<file path="src/rtl/udma_hyperbus_pkg.sv">
// -----------------------------------------------------------------------------
// udma_hyperbus_pkg
// Shared types and helpers for the HyperBus RX packer:
//   datasize_e  - uDMA beat size encoding (byte / halfword / word)
//   rxp_state_e - packer control states
//   RXP_BUF_BYTES - depth of the internal byte buffer
//   beat_bytes()  - datasize to beat width in bytes (1, 2 or 4)
//   byte_mask()   - 32-bit mask covering the lowest N bytes (N = 0..4)
// -----------------------------------------------------------------------------
package udma_hyperbus_pkg;

   typedef enum logic [1:0] {
      BYTE = 2'b00,
      HALF = 2'b01,
      WORD = 2'b10
   } datasize_e;

   typedef enum logic [1:0] {
      IDLE,
      RUN,
      DONE
   } rxp_state_e;

   localparam int unsigned RXP_BUF_BYTES = 8;

   // Encoding 2'b11 is treated as a word, like 2'b10.
   function automatic logic [2:0] beat_bytes(input logic [1:0] ds);
      unique case (ds)
         BYTE:    return 3'd1;
         HALF:    return 3'd2;
         default: return 3'd4;
      endcase
   endfunction

   function automatic logic [31:0] byte_mask(input logic [2:0] cnt);
      unique case (cnt)
         3'd0:    return 32'h0000_0000;
         3'd1:    return 32'h0000_00FF;
         3'd2:    return 32'h0000_FFFF;
         3'd3:    return 32'h00FF_FFFF;
         default: return 32'hFFFF_FFFF;
      endcase
   endfunction

endpackage

</file>
<file path="src/rtl/udma_hyperbus_byte_buf.sv">
// -----------------------------------------------------------------------------
// udma_hyperbus_byte_buf
// 8-byte little-endian shift buffer. Byte 0 (oldest) sits in bits [7:0].
// Each cycle it may pop 0..4 bytes from the bottom and append 0..4 bytes of a
// PHY word (after skipping its lowest push_skip_i bytes) on top of what is kept.
// Ports:
//   sys_clk_i, rst_ni  clock, asynchronous active-low reset
//   clr_i              synchronous flush
//   push_i             append push_cnt_i bytes of push_data_i >> (8*push_skip_i)
//   pop_cnt_i          bytes removed from the bottom this cycle (<= fcnt_o)
//   data_o             lowest four buffered bytes
//   fcnt_o             buffered byte count (0..8)
// -----------------------------------------------------------------------------
module udma_hyperbus_byte_buf
   import udma_hyperbus_pkg::*;
(
   input  logic        sys_clk_i,
   input  logic        rst_ni,
   input  logic        clr_i,
   input  logic        push_i,
   input  logic [31:0] push_data_i,
   input  logic [1:0]  push_skip_i,
   input  logic [2:0]  push_cnt_i,
   input  logic [2:0]  pop_cnt_i,
   output logic [31:0] data_o,
   output logic [3:0]  fcnt_o
);

   localparam int unsigned BUF_W = RXP_BUF_BYTES * 8;

   logic [BUF_W-1:0] buf_q, buf_d;
   logic [3:0]       fcnt_q, fcnt_d;
   logic [BUF_W-1:0] kept;
   logic [BUF_W-1:0] incoming;
   logic [3:0]       kept_cnt;
   logic [31:0]      aligned;

   // Bytes above fcnt are always zero, so new bytes can be OR-ed in place.
   always_comb begin
      // NOTE: every output of a combinational block gets a value on every path
      // (here unconditionally, elsewhere as defaults first) so no latch is inferred.
      kept     = buf_q >> {pop_cnt_i, 3'b000};
      kept_cnt = fcnt_q - {1'b0, pop_cnt_i};
      aligned  = push_data_i >> {push_skip_i, 3'b000};
      incoming = '0;
      if (push_i) begin
         incoming = {32'd0, aligned & byte_mask(push_cnt_i)} << {kept_cnt, 3'b000};
      end
      buf_d  = kept | incoming;
      fcnt_d = kept_cnt + (push_i ? {1'b0, push_cnt_i} : 4'd0);
   end

   // NOTE: the buffer is a handful of flops, not a RAM, and is reset and flushed
   // to zero because the OR-insert above relies on unused bytes being zero.
   always_ff @(posedge sys_clk_i or negedge rst_ni) begin
      // NOTE: sequential state uses non-blocking assignments so every flop
      // samples pre-edge values regardless of process ordering.
      if (!rst_ni) begin
         buf_q  <= '0;
         fcnt_q <= '0;
      end else if (clr_i) begin
         buf_q  <= '0;
         fcnt_q <= '0;
      end else begin
         buf_q  <= buf_d;
         fcnt_q <= fcnt_d;
      end
   end

   assign data_o = buf_q[31:0];
   assign fcnt_o = fcnt_q;

endmodule

</file>
<file path="src/rtl/udma_hyperbus_rx_packer.sv">
// -----------------------------------------------------------------------------
// udma_hyperbus_rx_packer
// Repacks 32-bit little-endian HyperBus PHY read words into uDMA beats of the
// configured size, dropping the leading bytes of unaligned transfers and the
// trailing bytes beyond the transfer length; pulses eot_o when done.
// Ports:
//   sys_clk_i, rst_ni, clr_i       clock, async active-low reset, sync abort
//   cmd_valid_i/cmd_ready_o        descriptor handshake
//   cmd_size_i/offset_i/datasize_i length in bytes, start byte offset, beat size
//   phy_data_i/valid_i/ready_o     PHY word stream
//   rx_data_udma_o/valid_o/ready_i uDMA beat stream (zero-extended beats)
//   eot_o, busy_o                  end-of-transfer pulse, transfer in progress
// Optional: define UDMA_HYPER_RX_BYTESWAP_EN to add cfg_swap_i, which swaps the
// bytes inside each halfword of every PHY word of the command.
// -----------------------------------------------------------------------------
module udma_hyperbus_rx_packer
   import udma_hyperbus_pkg::*;
#(
   parameter int unsigned TRANS_SIZE = 16,
   parameter int unsigned BUF_BYTES  = RXP_BUF_BYTES
) (
   input  logic                  sys_clk_i,
   input  logic                  rst_ni,
   input  logic                  clr_i,
   input  logic                  cmd_valid_i,
   output logic                  cmd_ready_o,
   input  logic [TRANS_SIZE-1:0] cmd_size_i,
   input  logic [1:0]            cmd_offset_i,
   input  logic [1:0]            cmd_datasize_i,
`ifdef UDMA_HYPER_RX_BYTESWAP_EN
   input  logic                  cfg_swap_i,
`endif
   input  logic [31:0]           phy_data_i,
   input  logic                  phy_valid_i,
   output logic                  phy_ready_o,
   output logic [31:0]           rx_data_udma_o,
   output logic                  rx_valid_udma_o,
   input  logic                  rx_ready_udma_i,
   output logic                  eot_o,
   output logic                  busy_o
);

   // A full PHY word fits only while at most BUF_BYTES-4 bytes are buffered.
   localparam logic [3:0]          PUSH_LIMIT = 4'(BUF_BYTES - 4);
   localparam logic [TRANS_SIZE:0] ONE_WORD   = (TRANS_SIZE+1)'(1);

   rxp_state_e              state_q, state_d;
   logic [TRANS_SIZE-1:0]   bytes_left_q, bytes_left_d;   // not yet handed to uDMA
   logic [TRANS_SIZE-1:0]   need_q, need_d;               // not yet pushed to buffer
   logic [TRANS_SIZE:0]     words_left_q, words_left_d;
   logic [1:0]              offset_q, offset_d;
   logic [2:0]              beat_q, beat_d;
   logic                    first_q, first_d;
   logic                    out_valid_q, out_valid_d;
   logic [31:0]             out_data_q, out_data_d;
   logic [2:0]              out_cnt_q, out_cnt_d;
   logic                    swap_q, swap_d;

   logic [31:0]             phy_word;
   logic [31:0]             buf_data;
   logic [3:0]              fcnt;
   logic                    push;
   logic [1:0]              skip;
   logic [2:0]              avail;
   logic [2:0]              push_cnt;
   logic [2:0]              pop_cnt;
   logic                    load_full, load_tail;
   logic                    phy_ready;
   logic [TRANS_SIZE:0]     span;
   logic [TRANS_SIZE-1:0]   bytes_after;

`ifdef UDMA_HYPER_RX_BYTESWAP_EN
   assign phy_word = swap_q ? {phy_data_i[23:16], phy_data_i[31:24],
                               phy_data_i[7:0],   phy_data_i[15:8]} : phy_data_i;
`else
   assign phy_word = phy_data_i;
`endif

   // Only the first word of a transfer carries leading bytes to drop; the last
   // word is truncated by limiting the push to the bytes still needed.
   assign skip     = first_q ? offset_q : 2'd0;
   assign avail    = 3'd4 - {1'b0, skip};
   assign push_cnt = (need_q < TRANS_SIZE'(avail)) ? need_q[2:0] : avail;

   // Load decisions use the pre-update count; bytes pushed this cycle are
   // visible to the output register from the next cycle on.
   assign load_full = (fcnt >= {1'b0, beat_q});
   assign load_tail = (words_left_q == '0) && (fcnt != '0) && (fcnt < {1'b0, beat_q});

   assign span = {1'b0, cmd_size_i} + (TRANS_SIZE+1)'(cmd_offset_i) + (TRANS_SIZE+1)'(3);

   always_comb begin
      state_d      = state_q;
      bytes_left_d = bytes_left_q;
      need_d       = need_q;
      words_left_d = words_left_q;
      offset_d     = offset_q;
      beat_d       = beat_q;
      first_d      = first_q;
      out_valid_d  = out_valid_q;
      out_data_d   = out_data_q;
      out_cnt_d    = out_cnt_q;
      swap_d       = swap_q;
      phy_ready    = 1'b0;
      push         = 1'b0;
      pop_cnt      = 3'd0;
      bytes_after  = bytes_left_q - TRANS_SIZE'(out_cnt_q);

      unique case (state_q)
         IDLE: begin
            if (cmd_valid_i) begin
               bytes_left_d = cmd_size_i;
               need_d       = cmd_size_i;
               words_left_d = span >> 2;
               offset_d     = cmd_offset_i;
               beat_d       = beat_bytes(cmd_datasize_i);
               first_d      = 1'b1;
`ifdef UDMA_HYPER_RX_BYTESWAP_EN
               swap_d       = cfg_swap_i;
`else
               swap_d       = 1'b0;
`endif
               state_d      = (cmd_size_i == '0) ? DONE : RUN;
            end
         end
         RUN: begin
            phy_ready = (words_left_q != '0) && (fcnt <= PUSH_LIMIT);
            if (phy_ready && phy_valid_i) begin
               push         = 1'b1;
               need_d       = need_q - TRANS_SIZE'(push_cnt);
               words_left_d = words_left_q - ONE_WORD;
               first_d      = 1'b0;
            end
            if (out_valid_q && rx_ready_udma_i) begin
               out_valid_d  = 1'b0;
               bytes_left_d = bytes_after;
               if (bytes_after == '0) begin
                  state_d = DONE;
               end
            end
            if ((!out_valid_q || rx_ready_udma_i) && (load_full || load_tail)) begin
               pop_cnt     = load_full ? beat_q : fcnt[2:0];
               out_valid_d = 1'b1;
               out_data_d  = buf_data & byte_mask(pop_cnt);
               out_cnt_d   = pop_cnt;
            end
         end
         DONE: begin
            state_d = IDLE;
         end
         default: begin
            state_d = IDLE;
         end
      endcase

      // Abort wins over every other event in the same cycle.
      if (clr_i) begin
         state_d     = IDLE;
         out_valid_d = 1'b0;
         out_data_d  = '0;
         push        = 1'b0;
         pop_cnt     = 3'd0;
      end
   end

   always_ff @(posedge sys_clk_i or negedge rst_ni) begin
      if (!rst_ni) begin
         state_q      <= IDLE;
         bytes_left_q <= '0;
         need_q       <= '0;
         words_left_q <= '0;
         offset_q     <= '0;
         beat_q       <= 3'd4;
         first_q      <= 1'b0;
         out_valid_q  <= 1'b0;
         out_data_q   <= '0;
         out_cnt_q    <= '0;
         swap_q       <= 1'b0;
      end else begin
         state_q      <= state_d;
         bytes_left_q <= bytes_left_d;
         need_q       <= need_d;
         words_left_q <= words_left_d;
         offset_q     <= offset_d;
         beat_q       <= beat_d;
         first_q      <= first_d;
         out_valid_q  <= out_valid_d;
         out_data_q   <= out_data_d;
         out_cnt_q    <= out_cnt_d;
         swap_q       <= swap_d;
      end
   end

   udma_hyperbus_byte_buf i_byte_buf (
      .sys_clk_i   (sys_clk_i),
      .rst_ni      (rst_ni),
      .clr_i       (clr_i),
      .push_i      (push),
      .push_data_i (phy_word),
      .push_skip_i (skip),
      .push_cnt_i  (push_cnt),
      .pop_cnt_i   (pop_cnt),
      .data_o      (buf_data),
      .fcnt_o      (fcnt)
   );

   assign cmd_ready_o     = (state_q == IDLE);
   assign phy_ready_o     = phy_ready;
   assign rx_data_udma_o  = out_data_q;
   assign rx_valid_udma_o = out_valid_q;
   assign eot_o           = (state_q == DONE);
   assign busy_o          = (state_q == RUN);

endmodule

</file>
<file path="config.mk">
export PLATFORM = sky130hd
export DESIGN_NAME = udma_hyperbus_rx_packer
export DESIGN_NICKNAME = d
export VERILOG_FILES = /design/src/rtl/udma_hyperbus_pkg.sv /design/src/rtl/udma_hyperbus_byte_buf.sv /design/src/rtl/udma_hyperbus_rx_packer.sv
export SDC_FILE = /design/constraint.sdc
export NUM_CORES = 1
export LEC_CHECK = 0
export ABC_AREA = 1
export BUFFER_PORTS_ARGS = -buffer_cell sky130_fd_sc_hd__buf_2
export CORE_ASPECT_RATIO = 0.9
export CORE_MARGIN = 2
export CORE_UTILIZATION = 59
export CTS_CLUSTER_DIAMETER = 120
export CTS_CLUSTER_SIZE = 40
export DETAILED_ROUTE_END_ITERATION = 7
export PLACE_DENSITY = 0.83
export RECOVER_POWER = 100
export SYNTH_ARGS = -nofsm -noshare
export SYNTH_HDL_FRONTEND = slang
export SYNTH_HIERARCHICAL = 1
export SYNTH_SLANG_ARGS = --single-unit
</file>
<file path="constraint.sdc">
create_clock -name sys_clk_i -period 13.4 [get_ports sys_clk_i]
set_clock_uncertainty 0.1 [all_clocks]
set_input_delay 1.34 -clock sys_clk_i [delete_from_list [all_inputs] [get_ports sys_clk_i]]
set_output_delay 1.34 -clock sys_clk_i [all_outputs]
set_load 0.05 [all_outputs]
</file>
==> reports/qor.csv <==
stage,metric,value,unit
global_routing,gr usage total,32.0,%
die,Die X,156,µm
detailed_routing,post-route ant nets,0,
pwr,Leakage,6.12,nW
placement,HPWL after DPL,24.8,mm
pwr,VDD IR max,0.0000990,V
layout,fill count,1923,
placement,port bufs,94,
layout,layout cell share with drive strength beyond 1,7.19,%
timing,RSZ-0062 raised after global routing,false,
timing,Worst-Margin Slew,5.96,ns
cts,Num CTS Buffers,17,
logic_synthesis,Syn Nets,1967,
layout,area grow syn2layout,4.69,%
cts,clk_lat worst skew,0.44,ns
logic_synthesis,Post-synth top flop,dfrtp_1,
die,die height,141,µm
die,Starting Density,59.8,%
timing,Tcrit/Tclk final,71.0,%
cts,H-tree levels,4,
min_path,hold_sp,words_left_q[14]$_DFFE_PN0P_,
logic_synthesis,Syn Std Cell Area,12300,µm²
detailed_routing,via density per instance,5.98,
pwr,combinational share of power,56.5,%
detailed_routing,Pre-antenna DRT Iters,6,
pwr,Final Power,2.76,mW
global_routing,first-pass GRT wire length,56.7,mm
cts,Max clock buf depth,2,
detailed_routing,drt total wl,35.3,mm
status,failing checks,"max-capacitance violations, max-slew violations",
worst_setup_path,Reg2Reg Capture Point,i_byte_buf/buf_q[58]$_DFF_PN0_,
cts,CTS root buf,clkbuf_16,
timing,final setup fails,0,
cts,CTS tree,done,
logic_synthesis,"Avg Cell Area, Syn",6.55,µm²
worst_setup_path,Worst Path Max Fanout,68,
worst_setup_path,r2r startpoint,words_left_q[0]$_DFFE_PN0P_,
worst_setup_path,crit-path cells,buf_2 > clkbuf_1 > clkinv_1 > nand3_4 > nor2_4 > clkbuf_1 > inv_1 > buf_4 > ha_1 > xor2_2 > inv_1 > nor2_4 > nand3_1 > a21oi_1,
worst_setup_path,Critical Path End Type,flop,
die,Die Area,22100,µm²
worst_setup_path,worst reg2reg path depth,17,
layout,Layout Nets,1948,
pwr,Reg power frac,26.2,%
timing,Max Clk Rate,0.105,GHz
detailed_routing,detailed-route wire length per cell,16.5,µm
logic_synthesis,"Seq/Total Area, Yosys",32.7,%
timing,max-slew violations,342,
pwr,internal power,1.33,mW
detailed_routing,via count,12770,
die,# IOs,95,
worst_setup_path,CP max-delay cell,clkbuf_1,
cts,"Hold-fix buffers, CTS",0,
logic_synthesis,Synth cell types,48,
worst_setup_path,Worst Path Buf+Inv,7,
placement,final RePlAce weighted congestion,0.950,
detailed_routing,drt drc,0,
min_path,min-delay worst type,reg2reg,
worst_setup_path,worst setup path category,in2reg,
logic_synthesis,Yosys reg bits,161,
min_path,hold path depth,2,
status,run status,"complete, but fails checks",
logic_synthesis,number of synthesized flops with an enable pin,0,
cts,number of clock sinks,161,
worst_setup_path,cell family with most CP delay,buffers and inverters,
die,core area,20600,µm²
global_routing,vias in the first global route,10835,
pwr,sw frac,52.0,%
worst_setup_path,crit path DAT,9.73,ns
logic_synthesis,Post-Syn Instances,1884,
global_routing,aggregate global routing overflow,0,
pwr,P per Cell Area,214,nW/µm²
pwr,Clk pwr share,17.3,%
cts,post-CTS setup buffer count,0,
pwr,sw power,1.44,mW
worst_setup_path,FF-to-FF setup slack,6.33,ns
worst_setup_path,Worst EP required,13.62,ns
cts,Worst-path clk slew,0.07,ns
timing,Slew HR,-297,%
die,FP Rows,50,
cts,post-CTS sizing,0,
detailed_routing,Initial DRC Count,1808,
worst_setup_path,Startpoint Class,primary input,
logic_synthesis,YS warnings,6,
global_routing,initial antenna violation count,0,
logic_synthesis,async set-reset flop share out of synthesis,100,%
worst_setup_path,largest stage delay on the critical path,2.02,ns
global_routing,largest net degree at the start of global routing,110,
layout,diodes inserted,0,
timing,Hold Fails Final Rpt,0,
timing,TNS Setup,0,ns
job,number of max-cap violations,7,
min_path,Hold Path End,words_left_q[14]$_DFFE_PN0P_,
timing,final worst path period need,9.51,ns
==> state kept, by name (all words and copies together), names as in the netlist <==
| register | cells |
|---|---|
| beat_q | 3 |
| bytes_left_q | 16 |
| first_q | 1 |
| i_byte_buf/buf_q | 64 |
| i_byte_buf/fcnt_o | 4 |
| need_q | 16 |
| offset_q | 2 |
| out_cnt_q | 3 |
| rx_data_udma_o | 32 |
| rx_valid_udma_o | 1 |
| state_q | 2 |
| words_left_q | 17 |
==> layout by cell type, fill, tap and decap left out, types with 3 or more instances in the layout <==
master,Yosys,routed
a21oi_1,108,108
a31oi_1,21,21
buf_2,25,55
buf_4,38,9
clkbuf_1,59,44
clkbuf_16,0,17
clkinv_1,3,3
clkinvlp_4,0,3
dfrtp_1,160,160
fa_1,5,5
ha_1,20,20
inv_1,138,140
inv_6,0,4
mux2i_1,3,3
nand2_1,549,552
nand3_1,248,250
nand3b_1,5,5
nand4_1,47,47
nor2_1,132,132
nor2_2,4,3
nor2_4,4,5
nor3_1,12,12
nor4_1,16,16
o211ai_1,16,16
o21ai_0,104,152
o21ai_1,53,14
o22ai_1,4,4
o31ai_1,8,9
or2_2,21,21
xnor2_1,4,4
xor2_1,16,16
==> per-layer routing <==
metal,share of wire (%),GRT usage (%)
met5,0,0
met3,12,8.70
met1,47,52.5
met2,40,41.2
met4,1.1,6.52
==> worst min-delay path: cells and delay by family, from the launching register on <==
family / cells / cell delay, ns
and+or+nand+nor: 2 / 0.10
DFF: 1 / 0.34
==> power by group through the flow <==
stage                     Clock [mW]  Combinational (mW)  Sequential (mW)
after floorplan                    0                1.26            0.696
after global placement             0                1.50            0.718
after detailed placement           0                1.54            0.723
after CTS                      0.479                1.55            0.717
after global routing           0.500                1.76            0.736
final                          0.478                1.56            0.723
==> cell type report <==
class	count	area (µm²)	area share (%)
clock buffer	19	443	3.43
clock inverter	12	121	0.939
inverter	146	549	4.25
multi-input combinational	1432	6950	53.8
sequential	161	4030	31.2
tap	260	325	2.52
timing repair buffer	107	504	3.90
==> cells by family (layout without fill, tap and decap cells) <==
kind of cell | after synthesis | count (layout) | synth area share [%]
AO/OA/AOI/OAI | 334 | 334 | 15.0
adder cells (fa/ha/maj) | 25 | 25 | 2.84
XOR/XNOR | 21 | 21 | 1.55
buffers and inverters | 291 | 284 | 10.5
flip-flops | 161 | 161 | 32.7
AND/OR/NAND/NOR | 1049 | 1049 | 37.2
multiplexers | 3 | 3 | 0.243
==> through the flow <==
step                      setup WS (ns)  std cells  utilization (%)  cell area [µm²]  hold slack (ns)
final                              3.89       2137             62.6            12900            0.374
after global routing               3.23       2137             62.6            12900            0.426
after CTS                          6.84       2137             63.3            13100            0.377
after detailed placement           6.39       2106             60.6            12500            0.361
after global placement             6.40       2106             60.6            12500            0.358
after floorplan                    8.62       1884                -            12300            0.342
==> Yosys cell counts, types with 3 or more instances <==
cell type,n,area share (%)
a21oi_1,108,4.4
a31oi_1,21,1.1
buf_1,19,0.58
buf_2,25,1.0
buf_4,38,2.3
buf_6,4,0.37
clkbuf_1,59,1.8
clkinv_1,3,0.091
dfrtp_1,160,32
fa_1,5,0.81
ha_1,20,2.0
inv_1,138,4.2
inv_2,4,0.12
mux2i_1,3,0.24
nand2_1,549,17
nand3_1,248,10
nand3_2,4,0.32
nand3b_1,5,0.30
nand4_1,47,2.4
nor2_1,132,4.0
nor2_2,4,0.20
nor2_4,4,0.37
nor3_1,12,0.49
nor4_1,16,0.81
o211ai_1,16,0.97
o21ai_0,104,4.2
o21ai_1,53,2.1
o21ai_2,11,0.78
o22ai_1,4,0.20
o31ai_1,8,0.49
or2_2,21,1.1
xnor2_1,4,0.28
xor2_1,16,1.1
==> worst max path at each step <==
stage	start	endpoint	slack, ns	cells past startpoint
final	clr_i	i_byte_buf/buf_q[58]$_DFF_PN0_	3.89	14
after detailed placement	clr_i	i_byte_buf/fcnt_o[2]$_DFF_PN0_	6.39	13
after CTS	clr_i	i_byte_buf/fcnt_o[2]$_DFF_PN0_	6.84	13
after floorplan	rx_ready_udma_i	i_byte_buf/fcnt_o[2]$_DFF_PN0_	8.62	16
after global placement	clr_i	i_byte_buf/fcnt_o[2]$_DFF_PN0_	6.40	13
after global routing	clr_i	i_byte_buf/buf_q[58]$_DFF_PN0_	3.23	14
No activity file was read; power rests on OpenSTA's default activity.
